[src/rtl/vtiming_seq_pkg.sv]
// Shared definitions for the vertical timing sequencer: default timing,
// counter widths, PROM flag bit positions and sequencer state encodings.
package vtiming_seq_pkg;

  // Default line / frame timing
  localparam int unsigned H_TOTAL_DEF       = 320;
  localparam int unsigned H_BLANK_START_DEF = 256;
  localparam int unsigned H_SYNC_START_DEF  = 280;
  localparam int unsigned H_SYNC_END_DEF    = 312;
  localparam int unsigned V_TOTAL_DEF       = 256;

  // Counter widths (vcount doubles as the 8-bit PROM address)
  localparam int HCW = 9;
  localparam int VCW = 8;

  // Bit positions inside the 4-bit PROM word (bit 3 is reserved)
  localparam int VF_IRQ    = 0;
  localparam int VF_VSYNC  = 1;
  localparam int VF_VBLANK = 2;

  // Fetch sequencer states
  typedef enum logic [1:0] {
    ST_IDLE  = 2'd0,
    ST_FETCH = 2'd1,
    ST_LATCH = 2'd2
  } vt_state_e;

  // Next line number with wrap back to line 0 after the last line
  function automatic logic [VCW-1:0] next_line(input logic [VCW-1:0] cur,
                                               input logic           last);
    return last ? '0 : cur + VCW'(1);
  endfunction

endpackage

[src/rtl/vtiming_seq_line_counter.sv]
// Horizontal/vertical position counters gated by the pixel clock enable.
// Also produces the registered hblank/hsync, the field bit and a one-clk
// strobe on the clock after each line wrap to kick the PROM fetch.
module line_counter
  import vtiming_seq_pkg::*;
#(
  parameter int unsigned H_TOTAL       = H_TOTAL_DEF,
  parameter int unsigned H_BLANK_START = H_BLANK_START_DEF,
  parameter int unsigned H_SYNC_START  = H_SYNC_START_DEF,
  parameter int unsigned H_SYNC_END    = H_SYNC_END_DEF,
  parameter int unsigned V_TOTAL       = V_TOTAL_DEF
) (
  input  logic           clk,
  input  logic           reset,
  input  logic           ce,
  output logic [HCW-1:0] hcount,
  output logic [VCW-1:0] vcount,
  output logic [VCW-1:0] vcount_next,
  output logic           field,
  output logic           hblank,
  output logic           hsync,
  output logic           line_end,
  output logic           line_wrap
);

  localparam logic [HCW-1:0] H_LAST   = HCW'(H_TOTAL - 1);
  localparam logic [VCW-1:0] V_LAST   = VCW'(V_TOTAL - 1);
  localparam logic [HCW-1:0] HB_START = HCW'(H_BLANK_START);
  localparam logic [HCW-1:0] HS_START = HCW'(H_SYNC_START);
  localparam logic [HCW-1:0] HS_END   = HCW'(H_SYNC_END);

  logic [HCW-1:0] hcount_reg, hcount_next;
  logic [VCW-1:0] vcount_reg, vcount_next_c;
  logic           field_reg, field_next;
  logic           hblank_reg, hsync_reg, line_wrap_reg;
  logic           h_last, v_last, line_end_c;

  // Next-state of the counters; hold everything when ce is low
  always_comb begin
    h_last        = (hcount_reg == H_LAST);
    v_last        = (vcount_reg == V_LAST);
    line_end_c    = ce & h_last;
    hcount_next   = hcount_reg;
    if (ce) begin
      hcount_next = h_last ? '0 : hcount_reg + HCW'(1);
    end
    vcount_next_c = line_end_c ? next_line(vcount_reg, v_last) : vcount_reg;
    field_next    = field_reg ^ (line_end_c & v_last);
  end

  // Counter and decoded horizontal flag registers; flags decode the next
  // hcount so they line up with hcount after the same edge
  always_ff @(posedge clk) begin
    if (reset) begin
      hcount_reg    <= '0;
      vcount_reg    <= '0;
      field_reg     <= 1'b0;
      hblank_reg    <= 1'b0;
      hsync_reg     <= 1'b0;
      line_wrap_reg <= 1'b0;
    end else begin
      hcount_reg    <= hcount_next;
      vcount_reg    <= vcount_next_c;
      field_reg     <= field_next;
      hblank_reg    <= (hcount_next >= HB_START);
      hsync_reg     <= (hcount_next >= HS_START) && (hcount_next < HS_END);
      line_wrap_reg <= line_end_c;
    end
  end

  assign hcount      = hcount_reg;
  assign vcount      = vcount_reg;
  assign vcount_next = vcount_next_c;
  assign field       = field_reg;
  assign hblank      = hblank_reg;
  assign hsync       = hsync_reg;
  assign line_end    = line_end_c;
  assign line_wrap   = line_wrap_reg;

endmodule

[src/rtl/vtiming_seq.sv]
// Video timing sequencer. Counts pixels/lines, addresses the external
// vertical-timing PROM with the upcoming line number at each line wrap,
// latches the returned flags a fixed 3 clocks after the wrap, and raises a
// held IRQ on a rising PROM bit0 between consecutive lines.
module vtiming_seq
  import vtiming_seq_pkg::*;
#(
  parameter int unsigned H_TOTAL       = H_TOTAL_DEF,
  parameter int unsigned H_BLANK_START = H_BLANK_START_DEF,
  parameter int unsigned H_SYNC_START  = H_SYNC_START_DEF,
  parameter int unsigned H_SYNC_END    = H_SYNC_END_DEF,
  parameter int unsigned V_TOTAL       = V_TOTAL_DEF
) (
  input  logic           clk,
  input  logic           reset,
  input  logic           ce,
  output logic [VCW-1:0] prom_a,
  input  logic [3:0]     prom_d,
  output logic [HCW-1:0] hcount,
  output logic [VCW-1:0] vcount,
  output logic           hblank,
  output logic           hsync,
  output logic           vblank,
  output logic           vsync,
  output logic           irq,
  input  logic           irq_ack,
  output logic           field
);

  logic [VCW-1:0] vcount_next;
  logic           line_end, line_wrap;
  logic [VCW-1:0] prom_a_reg;
  vt_state_e      state_reg, state_next;
  logic           latch_en;
  logic           vblank_reg, vsync_reg, irq_reg, hist_reg;
  logic           irq_rise;
  logic           prom_rsvd_unused;

  // Bit 3 of the PROM word carries nothing for this block
  assign prom_rsvd_unused = prom_d[3];

  line_counter #(
    .H_TOTAL      (H_TOTAL),
    .H_BLANK_START(H_BLANK_START),
    .H_SYNC_START (H_SYNC_START),
    .H_SYNC_END   (H_SYNC_END),
    .V_TOTAL      (V_TOTAL)
  ) u_line_counter (
    .clk        (clk),
    .reset      (reset),
    .ce         (ce),
    .hcount     (hcount),
    .vcount     (vcount),
    .vcount_next(vcount_next),
    .field      (field),
    .hblank     (hblank),
    .hsync      (hsync),
    .line_end   (line_end),
    .line_wrap  (line_wrap)
  );

  // PROM address follows vcount, loaded on the same edge vcount advances
  always_ff @(posedge clk) begin
    if (reset) begin
      prom_a_reg <= '0;
    end else if (line_end) begin
      prom_a_reg <= vcount_next;
    end
  end

  // Sequencer state register; reset lands in FETCH so line 0 is re-read
  always_ff @(posedge clk) begin
    if (reset) begin
      state_reg <= ST_FETCH;
    end else begin
      state_reg <= state_next;
    end
  end

  // Sequencer next state: wait for the wrap strobe, give the PROM one clock,
  // then capture its word
  always_comb begin
    state_next = state_reg;
    latch_en   = 1'b0;
    case (state_reg)
      ST_IDLE: begin
        if (line_wrap) begin
          state_next = ST_FETCH;
        end
      end
      ST_FETCH: begin
        state_next = ST_LATCH;
      end
      ST_LATCH: begin
        latch_en   = 1'b1;
        state_next = ST_IDLE;
      end
      default: begin
        state_next = ST_IDLE;
      end
    endcase
  end

  assign irq_rise = latch_en & prom_d[VF_IRQ] & ~hist_reg;

  // Vertical flags, bit0 history and the held interrupt; a new rising
  // edge of bit0 takes priority over a simultaneous acknowledge
  always_ff @(posedge clk) begin
    if (reset) begin
      vblank_reg <= 1'b0;
      vsync_reg  <= 1'b0;
      hist_reg   <= 1'b0;
      irq_reg    <= 1'b0;
    end else begin
      if (latch_en) begin
        vblank_reg <= prom_d[VF_VBLANK];
        vsync_reg  <= prom_d[VF_VSYNC];
        hist_reg   <= prom_d[VF_IRQ];
      end
      if (irq_rise) begin
        irq_reg <= 1'b1;
      end else if (irq_ack) begin
        irq_reg <= 1'b0;
      end
    end
  end

  assign prom_a = prom_a_reg;
  assign vblank = vblank_reg;
  assign vsync  = vsync_reg;
  assign irq    = irq_reg;

endmodule

[config.mk]
export PLATFORM = sky130hd
export DESIGN_NAME = vtiming_seq
export DESIGN_NICKNAME = d
export VERILOG_FILES = /design/src/rtl/vtiming_seq_pkg.sv /design/src/rtl/vtiming_seq_line_counter.sv /design/src/rtl/vtiming_seq.sv
export SDC_FILE = /design/constraint.sdc
export NUM_CORES = 1
export LEC_CHECK = 0
export ABC_CLOCK_PERIOD_IN_PS = 2600
export CAP_MARGIN = 20
export CORE_MARGIN = 2
export CORE_UTILIZATION = 35
export CTS_BUF_LIST = sky130_fd_sc_hd__clkbuf_4 sky130_fd_sc_hd__clkbuf_8
export DETAILED_ROUTE_END_ITERATION = 8
export HOLD_SLACK_MARGIN = 0.02
export PLACE_DENSITY = 0.71
export REMOVE_ABC_BUFFERS = 1
export SLEW_MARGIN = 10
export SYNTH_ARGS = -nofsm -noshare
export SYNTH_HDL_FRONTEND = slang
export SYNTH_HIERARCHICAL = 1
export SYNTH_SLANG_ARGS = --single-unit
[constraint.sdc]
create_clock -name clk -period 2.6 [get_ports clk]
set_input_delay 0.78 -clock clk [delete_from_list [all_inputs] [get_ports clk]]
set_output_delay 0.78 -clock clk [all_outputs]
set_load 0.1 [all_outputs]
# Word level (Yosys, flattened, before mapping)
# Cells that the tools add are included.
# classes
add_sub_neg	2
magnitude_cmp	3
eq_ne	5
n_mux	9
n_bitwise	6
reduce_logical	3
# ops
op	count
>= comparator 9 bit, second input constant	2
two-way mux 9 bit	2
two-way mux 8 bit	2
adder 9 x 1 -> 9 bit, second input constant	1
== test 9 bit, second input constant	1
less-than comparator 9 bit, second input constant	1
adder 8 x 1 -> 8 bit, second input constant	1
== test 8 bit, second input constant	1
AND 1 bit	4
case mux 2 bit (2 select lines)	1
two-way mux 1 bit	3
== test 2 x 1 -> 1 bit, second input constant	1
== test 2 bit, second input constant	1
zero test 2 bit	1
two-way mux 2 bit	1
!= test 2 x 1 -> 1 bit, second input constant	1
nonzero test 2 bit	1
logical AND 1 bit	1
NOT 1 bit	1
bitwise XOR 1 bit	1
# totals
register_bits	35
inputBits	8
out_inout_bits	31
elab_cells	40

# Longest topological paths before layout
# Gate-level depths: netlist of the first run.
# logic_depth
depth_word	5
depth_mapped	8
depth_no_buf	8

# By module
# Netlist of the first run, hierarchy kept.
# modules_own_cells
module	instances	cells_per_inst	area_per_inst_um2	seq_area_each_um2
line_counter	1	127	1088.5	400.4
vtiming_seq	1	45	493.0	280.3

# Least setup slack after synthesis of the first run
# Ideal clock, no wire load.
# synth_path
path_type	register to register
startpoint	register u_line_counter.hcount_reg[1], in the netlist u_line_counter/hcount[1]
endpoint	register prom_a_reg[6], in the netlist prom_a[6]
setup_ns	0.067
t_arrival_ns	2.779
required_ns	2.533
slack_ns	-0.247
stages_incl_launch_ff	9
n_path_buf	1
period_less_slack_ns	2.847
path_cell_list	dfxtp_1 -> ha_1 -> nand3_1 -> or3_4 -> buf_6 -> or4_4 -> nand2_1 -> mux2i_1 -> nor2_1
# synth_via
elab_chain_cells	3
# synth_rtl
item	line	text
start: declaration	vtiming_seq_line_counter.sv:32	logic [HCW-1:0] hcount_reg, hcount_next;
start signal: assignment	vtiming_seq_line_counter.sv:62	hcount_reg <= hcount_next;
== test 9 bit	vtiming_seq_line_counter.sv:40	h_last = (hcount_reg == H_LAST);
AND 1 bit	vtiming_seq_line_counter.sv:42	line_end_c = ce & h_last;
two-way mux 8 bit	vtiming_seq_line_counter.sv:47	vcount_next_c = line_end_c ? next_line(vcount_reg, v_last) : vcount_reg;
net vcount_next[6]	vtiming_seq.sv:30	logic [VCW-1:0] vcount_next;
end signal: assignment	vtiming_seq.sv:67	prom_a_reg <= vcount_next;
end: declaration	vtiming_seq.sv:32	logic [VCW-1:0] prom_a_reg;
# The timed path passes the listed nets, and every way through them passes these cells.
# A chain may end at the register's enable or synchronous reset.

# Worst setup path in the final report of the first run
# layout_path
startpoint	input port ce
endpoint	register prom_a_reg[7], in the netlist prom_a[7]
# layout_via
elab_chain_cells	2
# layout_rtl
item	line	text
start: declaration	vtiming_seq.sv:16	input logic ce,
AND 1 bit	vtiming_seq_line_counter.sv:42	
two-way mux 8 bit	vtiming_seq_line_counter.sv:47	
net vcount_next[7]	vtiming_seq.sv:30	
# The timed path passes the listed nets, and every way through them passes these cells.

==> summary.md, run 1 <==
| Metric | Value |
|---|---|
| Final Hold Fails | `0` |
| Root Buffer | `clkbuf_8` |
| Clk Latency, worst-skew pair | `0.29 ns` |
| Vias | `1378` |
| Asr flop ratio synth | `0` |
| Commonest non-fill, non-tap cell in the layout | `buf_4` |
| Vias in the first global route | `1220` |
| Critical-path cell list | `clkdlybuf4s50_1 -> nand3_1 -> or3_4 -> or4_4 -> nand2_1 -> mux2i_1 -> nor2_1` |
| Initial Util | `0.363` |
| Layout cells sized above 1 | `0.275` |
| N_diodes | `0` |
| Crit end category | `flop` |
| R2R setup slack | `0.51 ns` |
| Max-Slew Margin vs Limit | `0.701` |
| Cell Int Power | `960 uW` |
| Reg2reg path depth | `6` |
| Io pins | `39` |
| Final period demand of the worst path | `2.37 ns` |
| CP top delay family | `simple AND/OR/NAND/NOR gates` |
| Final ANT Viol Nets | `0` |
| Wire per inst | `12.4 um` |
| Clk sinks | `34` |
| CTS tree | `done` |
| Post-route DRC | `0` |
| Worst-path clk slew | `0.08 ns` |
| Worst reg2reg endpoint | `prom_a[7]$_SDFFE_PP0P_` |
| Seq/Total Area, Yosys | `0.430` |
| Fin Setup TNS | `0 ns` |
| Mapped Cells | `172` |
| Worst min-delay path class | `flop to flop` |
| Die Area | `0.00507 mm^2` |
| DP Wirelength | `2400 um` |
| Vias per Instance | `5.10` |
| Core ar. | `0.00435 mm^2` |
| Average cell area after synthesis | `9.19 um^2` |
| Max reg flops | `9` |
| RSZ-0062 raised after global routing | `no` |
| Placed insts | `262` |
| DIE HEIGHT | `71.2 um` |
| Max Freq | `422 MHz` |
| Post-cts hold buffer count | `0` |
| Most used flip-flop cell after synthesis | `dfxtp_1` |
| Drt first pass iters | `4` |
| Arrival time worst endpoint | `2.60 ns` |
| Pleak | `0.000878 uW` |
| Max IR drop VDD | `0.000221 V` |
| Gpl congestion | `0.766` |
| H-Tree Depth | `2` |
| Number of DRC markers in iteration 0 | `38` |
| Worst Path Max Fanout | `9` |
| CTS max path bufs | `2` |
| Hold Path Cell Cnt | `1` |
| Post-synthesis register bit count | `34` |
| Post-Layout Cell Count | `270` |
| Critical setup path kind | `input port to flop` |
| R2r startpoint | `u_line_counter/hcount[8]$_SDFF_PP0_` |
| Net Sw Frac | `0.204` |
| Slowest stage delay, CP | `0.53 ns` |
| Post-synthesis cell type count | `45` |
| Max-capacitance violation count | `0` |
| Hold_sp | `u_line_counter/line_wrap$_SDFF_PP0_` |
| CTS Buf Count | `5` |
| Clock power frac | `0.501` |
| Switching power | `246 uW` |
| Final Slew Violations | `0` |
| Tcrit/Tclk final | `0.910` |
| Post-layout util | `0.482` |
| Initial antenna violation count | `0` |
| Post-CTS setup buffers | `0` |
| YS warnings | `6` |
| Commonest non-fill, non-tap cells in the layout | `buf_4 (41), dfxtp_1 (34), nor2_1 (20)` |
| Largest net degree at the start of global routing | `13` |
| PostCTS Resize Cnt | `0` |
| # setup viols final | `0` |
| Worst Tran Pin Value | `0.446 ns` |
| Worst Path Required | `2.83 ns` |
| Clk_skew | `0.0125 ns` |
| PortBufs | `37` |
| GRT overflow | `0` |
| CP bufs+invs | `1` |
| EDFF count, synth | `0` |
| Status | `complete, no violations` |
| Synthesized area | `0.00158 mm^2` |
| Pwr Density | `574 mW/mm^2` |
| Gr usage total | `0.134` |
| Sequential power share | `0.441` |
| Slowest CP cell | `or4_4` |
| Synthesis-to-layout area growth | `32.8%` |
| CP Launch Type | `input port` |
| Row count | `24` |
| Logic pwr share | `0.058` |
| Nets@finish | `227` |
| Die width | `71.2 um` |
| Global-route wire length before repair | `5450 um` |
| Post-Route WL | `3340 um` |
| Hold Path End | `state_reg[0]$_SDFFE_PP1P_` |
[metrics by stage]
| step | setup slack, ns | total power [uW] | hold slack (ns) | cell area, um^2 |
|---|---|---|---|---|
| 6_report | 0.233 | 1210 | 0.442 | 2100 |
| 5_1_grt | 0.111 | 1240 | 0.462 | 2100 |
| 4_1_cts | 0.219 | 1220 | 0.446 | 2100 |
| 3_5_place_dp | -0.0751 | 614 | 0.421 | 1960 |
| 3_3_place_gp | -0.0593 | 613 | 0.404 | 1960 |
| 2_1_floorplan | -0.844 | 582 | 0.403 | 1530 |
[worst max path at each step]
| stage | start | to | slack [ns] | depth (start not counted) |
|---|---|---|---|---|
| 2_1_floorplan | u_line_counter/hcount[8]$_SDFF_PP0_ | prom_a[1]$_SDFFE_PP0P_ | -0.84 | 6 |
| 3_3_place_gp | ce | prom_a[2]$_SDFFE_PP0P_ | -0.06 | 7 |
| 3_5_place_dp | ce | prom_a[7]$_SDFFE_PP0P_ | -0.08 | 7 |
| 4_1_cts | ce | prom_a[7]$_SDFFE_PP0P_ | 0.22 | 7 |
| 5_1_grt | ce | prom_a[2]$_SDFFE_PP0P_ | 0.11 | 7 |
| 6_report | ce | prom_a[7]$_SDFFE_PP0P_ | 0.23 | 7 |
[power by group through the flow]
stage                     Clock (uW)  Sequential [uW]  Combinational (uW)
after floorplan                    0              569                12.5
after global placement             0              543                69.9
after detailed placement           0              544                70.3
after CTS                        615              531                70.5
after global routing             634              532                73.7
final                            605              531                69.8
[cells in the mapped netlist, drive strengths merged, types with 2 or more instances]
library cell | number | area [um^2]
xor2 | 6 | 52.6
or4 | 3 | 31.3
o21ai | 3 | 15.0
or3 | 3 | 25.0
nand2b | 3 | 26.3
ha | 2 | 25.0
a32o | 2 | 20.0
o2bb2ai | 2 | 17.5
or3b | 2 | 20.0
and3 | 3 | 18.8
a21oi | 10 | 50.1
o31ai | 3 | 22.5
nor2 | 20 | 75.1
mux2 | 2 | 22.5
dfxtp | 34 | 681
nor4 | 2 | 12.5
nand4 | 4 | 25.0
nand3 | 8 | 40.0
and4 | 2 | 17.5
a21o | 2 | 16.3
nor3 | 5 | 25.0
nor2b | 6 | 37.5
mux2i | 11 | 110
nand2 | 12 | 45.0
clkbuf | 3 | 11.3
buf | 6 | 45.0
inv | 2 | 7.51
xnor2 | 2 | 17.5
[area by class of cell]
type | count | area [um^2]
repair buffers | 47 | 368
clock inverters | 2 | 60.1
inverters | 3 | 11.3
clock buffers | 6 | 82.6
well taps | 52 | 65.1
flip-flops and latches | 34 | 681
fillers | 427 | 2250
multi-input cells | 126 | 833
[per-layer routing]
layer | vias up | track usage | share of wire | wire length, um
met5 | - | 0 | 0 | 0
met4 | 0 | 0.0629 | 0.017 | 57
met3 | 7 | 0.0422 | 0.070 | 235
met2 | 42 | 0.203 | 0.44 | 1460
met1 | 624 | 0.174 | 0.48 | 1590
li1 | 705 | - | - | -
[cell families (layout without fill, tap and decap cells)]
| kind of cell | Yosys count | count (layout) | synth area share |
|---|---|---|---|
| muxes | 13 | 13 | 0.0839 |
| xor gates and xnor gates | 8 | 8 | 0.0443 |
| adders and majority gates | 2 | 2 | 0.0158 |
| DFF | 34 | 34 | 0.430 |
| AOI/OAI and AO/OA | 26 | 26 | 0.108 |
| and+or+nand+nor | 77 | 77 | 0.275 |
| buffers and inverters | 12 | 58 | 0.0427 |
Note: power is estimated with default switching activity, not from simulation.
==> inputs of run 2 (changes only) <==
--- a/config.mk
+++ b/config.mk
@@ -5,9 +5,10 @@
 export SDC_FILE = /design/constraint.sdc
 export NUM_CORES = 1
 export LEC_CHECK = 0
-export ABC_CLOCK_PERIOD_IN_PS = 2600
+export ABC_CLOCK_PERIOD_IN_PS = 2000
 export CAP_MARGIN = 20
-export CORE_MARGIN = 2
+export CORE_ASPECT_RATIO = 0.8
+export CORE_MARGIN = 4
 export CORE_UTILIZATION = 35
 export CTS_BUF_LIST = sky130_fd_sc_hd__clkbuf_4 sky130_fd_sc_hd__clkbuf_8
 export DETAILED_ROUTE_END_ITERATION = 8
==> constraint.sdc (replaced) <==
create_clock -name clk -period 2 [get_ports clk]
set_input_delay 0.6 -clock clk [delete_from_list [all_inputs] [get_ports clk]]
set_output_delay 0.6 -clock clk [all_outputs]
set_load 0.1 [all_outputs]
==> run 2 against run 1 <==
Effect of this change:
- register-to-register slack worse by 0.43 ns
- non-clock buffer count is 22 higher
- die area is 12% higher
- highest routed layer unchanged
- first-iteration DRC count is 100% higher
==> summary.md, run 2 (same netlist as run 1, synthesis figures left out) <==
| Metric | Value |
|---|---|
| Status | `complete, no violations` |
| Slowest CP cell | `or4_4` |
| Pleak | `0.00107 uW` |
| Row count | `21` |
| Number of DRC markers in iteration 0 | `77` |
| Worst Path Required | `2.23 ns` |
| M2 GR Usage | `0.199` |
| Hold Path Cell Cnt | `1` |
| Clk sinks | `34` |
| Worst Path Max Fanout | `5` |
| Final Slew Violations | `0` |
| Synthesis-to-layout area growth | `67.3%` |
| Initial Util | `0.369` |
| Hold_sp | `u_line_counter/line_wrap$_SDFF_PP0_` |
| Vias in the first global route | `1291` |
| CTS tree | `done` |
| Initial antenna violation count | `0` |
| Placed Area | `0.00250 mm^2` |
| CTS Buf Count | `5` |
| N_diodes | `0` |
| Critical-path cell list | `or3b_4 -> or3_4 -> or4_4 -> nand2_1 -> mux2i_1 -> nor2_1` |
| Final period demand of the worst path | `1.92 ns` |
| DP Wirelength | `2720 um` |
| Slowest stage delay, CP | `0.52 ns` |
| FILL cells | `349` |
| Fin Hold WS | `0.427 ns` |
| Pwr Density | `539 mW/mm^2` |
| Global-route wire length before repair | `6090 um` |
| PortBufs | `37` |
| Max-capacitance violation count | `0` |
| Final instance area | `0.00265 mm^2` |
| Io pins | `39` |
| Gpl congestion | `0.808` |
| Post-route DRC | `0` |
| Clk Latency, worst-skew pair | `0.29 ns` |
| RSZ-0062 raised after global routing | `no` |
| Max-Slew Margin vs Limit | `0.767` |
| Hold Path End | `state_reg[0]$_SDFFE_PP1P_` |
| CP Launch Type | `flop` |
| Commonest non-fill, non-tap cells in the layout | `dfxtp_1 (33), buf_4 (32), buf_12 (31)` |
| Die width | `83.2 um` |
| Crit end category | `flop` |
| Wire per inst | `12.6 um` |
| Core ar. | `0.00428 mm^2` |
| Max reg flops | `9` |
| Root Buffer | `clkbuf_8` |
| CTS max path bufs | `2` |
| # setup viols final | `0` |
| Reg2reg path depth | `6` |
| GRT overflow | `0` |
| Tcrit/Tclk final | `0.962` |
| Gr busiest metal | `met2` |
| Grt met1 use | `0.183` |
| Final ANT Viol Nets | `0` |
| Critical setup path kind | `flop to flop` |
| H-Tree Depth | `2` |
| Max Freq | `520 MHz` |
| Drt first pass iters | `4` |
| Die Area | `0.00566 mm^2` |
| Clk_skew | `0.00274 ns` |
| R2r startpoint | `u_line_counter/hcount[8]$_SDFF_PP0_` |
| Vias | `1478` |
| Post-Route WL | `3750 um` |
| Largest net degree at the start of global routing | `18` |
| Layout cells sized above 1 | `0.365` |
| Nets@finish | `250` |
| Vias per Instance | `4.96` |
| DIE HEIGHT | `68.1 um` |
| Arrival time worst endpoint | `2.16 ns` |
| Worst-path clk slew | `0.07 ns` |
| Gr usage total | `0.139` |
| Max IR drop VDD | `0.000341 V` |
| M3 GR Usage | `0.0421` |
| Final Hold Fails | `0` |
| Worst reg2reg endpoint | `prom_a[7]$_SDFFE_PP0P_` |
| R2R setup slack | `0.08 ns` |
| Worst Tran Pin Value | `0.349 ns` |
| Commonest non-fill, non-tap cell in the layout | `dfxtp_1` |
| Worst min-delay path class | `flop to flop` |
## run 2: what timing repair did
| item | in CTS | in global routing |
|---|---|---|
| setup buffers | 2 | 0 |
| pin swaps | 1 | 2 |
| setup endpoints to repair | 15 | 5 |
| hold buffers | 0 | 0 |
| resized for setup | 3 | 5 |
| gates cloned | 1 | 0 |
## run 2: worst max path at each step
stage | from | to | slack (ns) | cells after the start
after CTS | ce | prom_a[2]$_SDFFE_PP0P_ | 0.008 | 7
after floorplan | u_line_counter/hcount[8]$_SDFF_PP0_ | prom_a[1]$_SDFFE_PP0P_ | -1.44 | 6
final | u_line_counter/hcount[8]$_SDFF_PP0_ | prom_a[7]$_SDFFE_PP0P_ | 0.08 | 6
after global placement | ce | prom_a[6]$_SDFFE_PP0P_ | -0.51 | 7
after global routing | u_line_counter/hcount[8]$_SDFF_PP0_ | prom_a[7]$_SDFFE_PP0P_ | 0.01 | 6
after detailed placement | ce | prom_a[7]$_SDFFE_PP0P_ | -0.54 | 7
## run 2: report_power, final
part           total [uW]  switching, uW  internal [uW]
Clock                 626            259            367
Sequential            690           5.69            684
Combinational         111           63.5           47.3
## run 2: critical path, delay by kind of cell (launching register included)
family,cells,cell delay (ns)
simple gates,5,1.46
mux,1,0.06
flops,1,0.33
## run 2: per-layer routing
layer  up-vias  wire length (um)
met5         -                 0
met4         0                99
met3        10               204
met2        39              1620
met1       676              1830
li1        753                 -
## run 2: area by class of cell
cell class                 count  area (um^2)  share of cell area
clock buffer                   5         68.8              0.0260
tap                           57         71.3              0.0270
inverter                       3         11.3             0.00426
timing repair buffer          69          916               0.346
multi-input combinational    127          857               0.324
clock inverter                 3         40.0              0.0151
sequential                    34          682               0.258
## run 2: per-stage QoR
step                std cells   util  setup TNS [ns]  setup slack (ns)  total power [uW]
floorplan                 163      -          -25.60             -1.44               756
global placement          287  0.584           -7.15            -0.513               816
detailed placement        287  0.584           -7.68            -0.540               817
CTS                       298  0.616               0           0.00792              1440
global route              298  0.618               0            0.0137              1480
finish                    298  0.618               0            0.0769              1430
==> inputs of run 3 (changes only) <==
--- a/config.mk
+++ b/config.mk
@@ -9,11 +9,11 @@
 export CAP_MARGIN = 20
 export CORE_ASPECT_RATIO = 0.8
 export CORE_MARGIN = 4
-export CORE_UTILIZATION = 35
+export CORE_UTILIZATION = 30
 export CTS_BUF_LIST = sky130_fd_sc_hd__clkbuf_4 sky130_fd_sc_hd__clkbuf_8
 export DETAILED_ROUTE_END_ITERATION = 8
 export HOLD_SLACK_MARGIN = 0.02
-export PLACE_DENSITY = 0.71
+export PLACE_DENSITY = 0.64
 export REMOVE_ABC_BUFFERS = 1
 export SLEW_MARGIN = 10
 export SYNTH_ARGS = -nofsm -noshare
==> run 3 against run 2 <==
Effect of this change:
- cell count up 3.0%
- wire length up 5.9%
- flip-flop and latch count unchanged
- via count about the same
- die area up 15%
- clock power down 15%
- clock skew up 0.0025 ns
- register-to-register slack about the same
- critical path depth unchanged
- hold slack worse by 0.0020 ns
==> summary.md, run 3 (same netlist as run 1, synthesis figures left out) <==
| Metric | Value |
|---|---|
| Initial antenna violation count | `0` |
| Root Buffer | `clkbuf_8` |
| Slowest CP cell | `or4_4` |
| Post-cts hold buffer count | `0` |
| # setup viols final | `0` |
| Io pins | `39` |
| Vias | `1479` |
| Max IR drop VDD | `0.000383 V` |
| Number of DRC markers in iteration 0 | `69` |
| Arrival time worst endpoint | `2.15 ns` |
| CTS tree | `done` |
| Crit path launch | `u_line_counter/hcount[7]$_SDFF_PP0_` |
| Clk_skew | `0.00522 ns` |
| Worst min-delay path class | `flop to flop` |
| RSZ-0062 raised after global routing | `yes` |
| Pwr Density | `497 mW/mm^2` |
| Clk sinks | `34` |
| H-Tree Depth | `2` |
| Max reg flops | `9` |
| Pre-CTS setup slack | `-0.513 ns` |
| Vias in the first global route | `1455` |
| Final ANT Viol Nets | `0` |
| PortBufs | `37` |
| Pleak | `0.00109 uW` |
| Layout cells sized above 1 | `0.376` |
| Wire per inst | `12.9 um` |
| CTS Buf Count | `5` |
| Vias per Instance | `4.82` |
| Max-capacitance violation count | `0` |
| Max-Slew Margin vs Limit | `0.756` |
| Initial Util | `0.312` |
| Placed insts | `294` |
| Critical setup path kind | `flop to flop` |
| Die Area | `0.00650 mm^2` |
| Tcrit/Tclk final | `0.961` |
| Core ar. | `0.00506 mm^2` |
| Die width | `89.2 um` |
| R2R setup slack | `0.08 ns` |
| R2r startpoint | `u_line_counter/hcount[7]$_SDFF_PP0_` |
| Gr usage total | `0.138` |
| Row count | `23` |
| Global-route wire length before repair | `6890 um` |
| Largest net degree at the start of global routing | `16` |
| Post-route DRC | `0` |
| Commonest non-fill, non-tap cell in the layout | `buf_4` |
| Critical-path cell list | `or3b_4 -> or3_4 -> or4_4 -> nand2_1 -> mux2i_1 -> nor2_1` |
| Crit end category | `flop` |
| Worst Path Max Fanout | `8` |
| DP Wirelength | `2850 um` |
| Commonest non-fill, non-tap cells in the layout | `buf_4 (36), dfxtp_1 (33), buf_12 (31)` |
| Post-Route WL | `3970 um` |
| Gpl congestion | `0.846` |
| GRT overflow | `0` |
| Max Freq | `520 MHz` |
| Fin Hold WS | `0.425 ns` |
| Nets@finish | `254` |
| CP Launch Type | `flop` |
| Hold_sp | `u_line_counter/line_wrap$_SDFF_PP0_` |
| Worst Path Required | `2.22 ns` |
| Final period demand of the worst path | `1.92 ns` |
| Worst-path clk slew | `0.07 ns` |
| Slowest stage delay, CP | `0.50 ns` |
| Final Hold Fails | `0` |
| DIE HEIGHT | `72.9 um` |
| N_diodes | `0` |
| Worst Tran Pin Value | `0.362 ns` |
| Synthesis-to-layout area growth | `69.5%` |
| Setup slack after layout | `0.0773 ns` |
| Final Slew Violations | `0` |
| Status | `complete, no violations` |
| Drt first pass iters | `4` |
| CTS max path bufs | `2` |
| Clk Latency, worst-skew pair | `0.28 ns` |
| Post-Layout Cell Count | `307` |
## run 3: path summary, 6_finish.rpt
path	end	depth (start not counted)
setup / recovery	prom_a[6]$_SDFFE_PP0P_	6
hold / removal	state_reg[0]$_SDFFE_PP1P_	1
setup reg to reg	prom_a[6]$_SDFFE_PP0P_	6
hold reg to reg	state_reg[0]$_SDFFE_PP1P_	1
## run 3: worst max-delay path, delay by kind of cell (launching register included)
kind             cells  cell delay, ns
AND/OR/NAND/NOR      5            1.49
multiplexers         1            0.06
flip-flops           1            0.31
## run 3: power by group
group	leakage, uW	switching [uW]	total (uW)	internal, uW
registers	0.000276	5.94	691	685
clock network	0.0000517	238	529	291
logic	0.000761	63.4	113	49.3
## run 3: stage by stage
stage | area [um^2] | util | power [uW] | TNS (ns)
3_3_place_gp | 2520 | 0.498 | 817 | -6.74
2_1_floorplan | 1530 | - | 756 | -25.60
6_report | 2680 | 0.529 | 1330 | 0
5_1_grt | 2680 | 0.529 | 1390 | -0.0000984
4_1_cts | 2670 | 0.528 | 1360 | -0.0112
3_5_place_dp | 2520 | 0.498 | 819 | -6.88
## run 3: per-layer routing
layer / vias to the layer above / track usage / share of wire / wire length (um)
met1: 668 / 0.192 / 0.48 / 1900
met3: 5 / 0.0418 / 0.067 / 267
met2: 46 / 0.201 / 0.44 / 1750
li1: 760 / - / - / -
met4: 0 / 0.0545 / 0.013 / 53
met5: - / 0 / 0 / 0
## run 3: what timing repair did
action | CTS | global route
setup buffers | 5 | 0
setup endpoints to repair | 13 | 7
resized for setup | 5 | 3
pin swaps | 2 | 4
## run 3: cell type report
cell class / instances / area [um^2]
multi-input cells: 126 / 855
clock buffers: 7 / 90.1
inverters: 3 / 11.3
repair buffers: 74 / 961
well taps: 62 / 77.6
flip-flops and latches: 34 / 682
clock inverters: 1 / 5.00
fillers: 455 / 2380
